**config.mk**
```make
export PLATFORM = sky130hd
export DESIGN_NAME = mem_handshake
export DESIGN_NICKNAME = d
export VERILOG_FILES = /design/src/rtl/mem_handshake.sv
export SDC_FILE = /design/constraint.sdc
export NUM_CORES = 2
export LEC_CHECK = 0
export ABC_AREA = 1
export CAP_MARGIN = 20
export CORE_MARGIN = 1
export CORE_UTILIZATION = 35
export CTS_CLUSTER_SIZE = 10
export DETAILED_ROUTE_END_ITERATION = 6
export PLACE_DENSITY_LB_ADDON = 0.08
export SLEW_MARGIN = 0
export SYNTH_ARGS = -nofsm -noshare
export SYNTH_HDL_FRONTEND = slang
export SYNTH_SLANG_ARGS = --single-unit
```
**constraint.sdc**
```tcl
create_clock -name clk -period 4.1 [get_ports clk]
set_input_delay 0.615 -clock clk [delete_from_list [all_inputs] [get_ports clk]]
set_output_delay 0.615 -clock clk [all_outputs]
set_load 0.01 [all_outputs]
```
**src/rtl/mem_handshake.sv**
```systemverilog
// rtl/mem_handshake.sv - request/ready word memory with byte lanes and wait states
// Define MEM_RANGE_ERR_EN to report out-of-range accesses on err.
module mem_handshake #(
  parameter int DATA_W      = 32,
  parameter int ADDR_W      = 6,
  parameter int DEPTH       = 50,
  parameter int WAIT_CYCLES = 0
) (
  input  logic                clk,
  input  logic                rst_n,
  input  logic                req,
  input  logic                we,
  input  logic [ADDR_W-1:0]   address,
  input  logic [DATA_W/8-1:0] byte_en,
  input  logic [DATA_W-1:0]   wdata,
  output logic                busy,
  output logic                ready,
  output logic [DATA_W-1:0]   rdata,
  output logic                err
);

  localparam int BE_W = DATA_W / 8;
  localparam logic [ADDR_W:0] DEPTH_L = DEPTH[ADDR_W:0];
`ifdef MEM_RANGE_ERR_EN
  localparam logic ERR_EN = 1'b1;
`else
  localparam logic ERR_EN = 1'b0;
`endif

  typedef enum logic [1:0] {IDLE, WAIT, ACCESS} state_t;

  state_t              state;
  logic [3:0]          cnt;
  logic                we_q;
  logic [ADDR_W-1:0]   addr_q;
  logic [BE_W-1:0]     be_q;
  logic [DATA_W-1:0]   wdata_q;
  logic                in_range;
  logic [DATA_W-1:0]   mem [DEPTH];

  // DEPTH may equal 2^ADDR_W, so compare with one extra bit.
  assign in_range = ({1'b0, addr_q} < DEPTH_L);

  always_ff @(posedge clk or negedge rst_n) begin
    if (!rst_n) begin
      state   <= IDLE;
      cnt     <= '0;
      busy    <= 1'b0;
      ready   <= 1'b0;
      rdata   <= '0;
      err     <= 1'b0;
      we_q    <= 1'b0;
      addr_q  <= '0;
      be_q    <= '0;
      wdata_q <= '0;
    end else begin
      ready <= 1'b0;
      err   <= 1'b0;
      case (state)
        IDLE: begin
          if (req) begin
            we_q    <= we;
            addr_q  <= address;
            be_q    <= byte_en;
            wdata_q <= wdata;
            busy    <= 1'b1;
            if (WAIT_CYCLES > 0) begin
              cnt   <= 4'(WAIT_CYCLES - 1);
              state <= WAIT;
            end else begin
              state <= ACCESS;
            end
          end
        end
        WAIT: begin
          if (cnt == 4'd0) begin
            state <= ACCESS;
          end else begin
            cnt <= cnt - 4'd1;
          end
        end
        ACCESS: begin
          ready <= 1'b1;
          busy  <= 1'b0;
          err   <= ERR_EN & ~in_range;
          state <= IDLE;
          if (!we_q) begin
            rdata <= in_range ? mem[addr_q] : '0;
          end
        end
        default: state <= IDLE;
      endcase
    end
  end

  // Storage is not reset; the async reset forces IDLE so an aborted write never lands.
  always_ff @(posedge clk) begin
    if (state == ACCESS && we_q && in_range) begin
      for (int b = 0; b < BE_W; b++) begin
        if (be_q[b]) begin
          mem[addr_q][8*b +: 8] <= wdata_q[8*b +: 8];
        end
      end
    end
  end

endmodule

```
Word-level counts from Yosys, hierarchy flattened
Memories as Yosys holds them, arrays and structs flattened. Index checks and enable logic that the tools add are counted.

Bits in registers: 83. Bits in writable memories: 1600. Bits of input ports: 46. Output and inout bits: 35. Word-level logic and storage cells: 47. Memories: 1.

Memory list: mem (words 50, bits a word 32, read ports 1, clocked after memory_dff 0, write ports 1, line 39) `logic [DATA_W-1:0] mem [DEPTH];`.

$add $sub $neg: 1. $lt $le $gt $ge: 1. Equality and inequality tests: 4. Multiplexer cells: 19. Bitwise gates (word level): 2. Reduce and logical (&&, ||, !) cells: 10.

Operator list (number): $mux W32 (1); $mux W1 (14); $reduce_and A2 Y1 (5); $lt A6 B6 Y1 const B (1); $logic_not A4 Y1 (1); $mux W2 (2); $ne A2 B2 Y1 const B (2); $pmux W2 S2 (1); $sub A4 B1 Y4 const B (1); $eq A2 B1 Y1 const B (1); $eq A2 B2 Y1 const B (1); $logic_and A1 B1 Y1 (2); $logic_not A2 Y1 (1); $not A1 Y1 (2); $pmux W1 S2 (1); $reduce_bool A2 Y1 (1).

Longest topological paths before layout
Depth in word-level cells: 5. Mapped depth: 14. Mapped depth without buffers: 10.

Least setup slack after synthesis
Ideal clock, no wire load.

Kind: reg-to-reg. Start: register addr_q[0]. End: memory mem[48][0], enable pin. Setup time: 370 ps. Data arrival time: 1832 ps. Data required time: 3730 ps. Slack: 1898 ps. Cell stages (with the launch flop): 9. Buffers on the path: 5. Clock period less this slack: 2202 ps. Cells stage by stage: dfrtp_1 -> buf_4 -> buf_6 -> buf_6 -> buf_2 -> buf_2 -> nor2_2 -> nand3_1 -> nor2_1.

Longest elaborated chain between the ends: 4.

Ends and longest elaborated chain: start: declaration (line 35) `logic [ADDR_W-1:0] addr_q;`; start signal: assignment (line 63) `addr_q <= address;`; $lt A6 B6 Y1 (line 42) `assign in_range = ({1'b0, addr_q} < DEPTH_L);`; $logic_and A1 B1 Y1 (line 98) `if (state == ACCESS && we_q && in_range) begin`; $mux W1 (line 98); $mux W1 (not written as such) (line 101) `mem[addr_q][8*b +: 8] <= wdata_q[8*b +: 8];`; end: declaration (line 39).

Parallel ways exist; a longest one is shown, timed or not.

Final worst setup path
Start: register addr_q[0]. End: memory mem[31][3], enable pin.

Same word-level chain as after synthesis.

==> impl_metrics.yaml <==
synthesis:
  syn_inst: 6961
  ys_ff_latch: 1677
  netlist.area_leader.share: 0.6687
  yosysSeqAreaShare: 0.6955
  synth_nets: 7007
  synth_area_mm2: 0.07185
  synth_largest_area_cell: "edfxtp_1"
  yosysWarnings: 0
  yosysUniqueCellTypes: 22
  avgSynthCellArea_um2: 10.32
  synthTopCellsByArea: "edfxtp_1 67%, nand2_1 11%, inv_1 7.1%, nand3_1 4.5%, dfrtp_1 2.7%"
finish:
  fillers: 19883
  area.growth.synth_to_final_pct: 13.88
  nNetsFinal: 7110
  drive_above_1_share: 0.06516
  final_cells: 9905
clock_network:
  cts_root_buf: "clkbuf_16"
  cts_buffers: 195
  htree_levels: 4
  clk_pin_slew_ns: 0.06
  cts_sinks: 1677
  cts_setup_buffers: 0
  postCtsHoldBufs: 1
  clockBufferDepth: 3
  cts_tree: "built"
  clk_latency_ns: 0.86
  cts_resized: 0
floorplan:
  die_h_um: 455.1
  die_w_um: 455.1
  num_io_pins: 81
  start_util: 0.3537
  die-area_mm2: 0.2071
  coreArea_mm2: 0.2031
  num_rows: 165
setup_path:
  cp_slowest_cell: "nor2_1"
  crit_type: "reg -> reg"
  path_cells: "inv_8 -> nor2_1 -> nand2_1 -> nor2_1"
  critPathMaxFanout: 28
  worstPathRequired_ns: 4.57
  start_kind: "flop"
  crit_family: "simple AND/OR/NAND/NOR gates"
  critPathCaptureType: "flop"
  worstPathArrival_ns: 3.84
  critPathMaxStageDelay_ns: 0.93
  path_buf_inv: 1
  crit_top_cell: "nor2_1"
global_routing:
  antenna_found_initial: 11
  grt_pass1_wl_um: 318100
  gr-total-overflow: 0
  track_usage: 0.2125
  grt_max_degree: 157
  grt_pass1_vias: 44630
detailed_routing:
  antenna_left: 0
  drt_iter0_markers: 3558
  first_pass_iters: 6
  viasPerCell: 4.682
  drc_errors: 0
  vias: 46377
  routed_wl_um: 219800
  wl_per_cell_um: 22.19
sta:
  rsz0062_at_grt: "false"
  period_share: 0.8214
  drv_slew: 0
  hold_viol: 0
  fin_skew_ns: 0.03412
  worst_pin_slew_ns: 1.134
  max_freq_mhz: 296.9
  tns_ns: 0
  finalCriticalPeriod_ns: 3.368
  setup_viol: 0
  slew_headroom: 0.2410
placed_design:
  port_buffers: 79
  dp.cells: 9533
  globalplace.congestion: 0.8066
  hpwl_um: 132300
worst_hold_path:
  hold_path.class: "in -> reg"
outcome:
  outcome: "complete, no violations"
power_and_ir_drop:
  peakVddDrop_uv: 472.7
  p_leak_nw: 34.68
  powerDensity_mw_per_mm2: 500.6
flow_run:
  max_cap_violations: 0
registers in the layout (all words and copies together), names as in the netlist:
signal   flops
wdata_q     32
ready        1
state        1
be_q         4
rdata       32
mem       1600
we_q         1
addr_q       6
area by class of cell:
class	instances	area, um^2	share of cell area
Inverter	1362	5125	0.06264
Multi-Input combinational cell	3601	15190	0.1857
Sequential cell	1677	50020	0.6113
Antenna cell	5	12.51	0.0001529
Timing Repair Buffer	227	2291	0.02800
Clock inverter	20	206.4	0.002523
Clock buffer	341	5633	0.06885
Tap cell	2672	3343	0.04086
layer usage:
| metal | share of wire | vias up | GRT usage |
|---|---|---|---|
| li1 | - | 22365 | - |
| met1 | 0.46 | 22744 | 0.3016 |
| met2 | 0.47 | 1025 | 0.3418 |
| met3 | 0.045 | 243 | 0.02809 |
| met4 | 0.023 | 0 | 0.05656 |
| met5 | 0 | - | 0 |
placed cells by master (no fill, tap or decap), drive strengths merged:
master         instances
bufinv                 1
edfxtp              1600
nand3                642
conb                   1
clkdlybuf4s50         78
diode                  5
dfrtp                 77
o21ai                231
clkbuf               341
dlygate4sd3            1
nand2               2123
a21oi                  1
nor2                 468
or2                   32
inv                 1366
o211ai                96
clkinv                15
buf                  148
nor3                   7
worst min-delay path: cells and delay by family:
family	cells	cell delay, ns
and+or+nand+nor	2	0.10
buffers and inverters	1	0.39
Yosys cell counts, drive strengths merged:
cell type and number:
o211ai 96, nor3 7, nor2 468, clkbuf 71
dfrtp 77, or2 32, o21ai 231, nand3 642
conb 1, nand2 2123, clkinv 2, edfxtp 1600
a21oi 1, inv 1360, buf 250
logic make-up (layout without fill, tap and decap cells):
logic type | Yosys count | after routing | synth area share
other cells | 1 | 6 | 0.00005219
simple gates | 3272 | 3272 | 0.1839
flops | 1677 | 1677 | 0.6955
compound gates | 328 | 328 | 0.02619
buf+inv | 1683 | 1950 | 0.09430
power by group:
group          switching [mW]  internal, mW  total [mW]
Sequential              0.506          19.4        19.9
Clock                    6.98          9.31        16.3
Combinational            3.50          1.27        4.77
Total                    11.0          30.0        41.0
metrics by stage:
step / setup WS (ns) / utilization / cell area, um^2 / hold WS (ns) / total power, mW
floorplan: 1.898 / - / 71850 / 0.3194 / 22.65
finish: 0.7324 / 0.4028 / 81820 / 0.2940 / 40.96
global route: 0.5965 / 0.4027 / 81810 / 0.2746 / 42.46
global placement: 0.7523 / 0.3728 / 75730 / 0.4692 / 25.11
detailed placement: 0.6912 / 0.3735 / 75880 / 0.4672 / 25.12
CTS: 0.7014 / 0.4023 / 81730 / 0.2479 / 41.42
final timing paths:
path | from | end | slack [ns] | cells past startpoint
worst max register to register | addr_q[0] | mem[31][3] | 0.73 | 4
min in group asynchronous | rst_n | rdata[3] | 0.42 | 2
worst min-delay path | wdata[29] | wdata_q[29] | 0.29 | 3
max in group asynchronous | rst_n | addr_q[0] | 2.50 | 3
worst min register to register | rdata[2] | rdata[2] | 0.48 | 2
worst max-delay path | addr_q[0] | mem[31][3] | 0.73 | 4
Power figures use the tool's default switching activity.
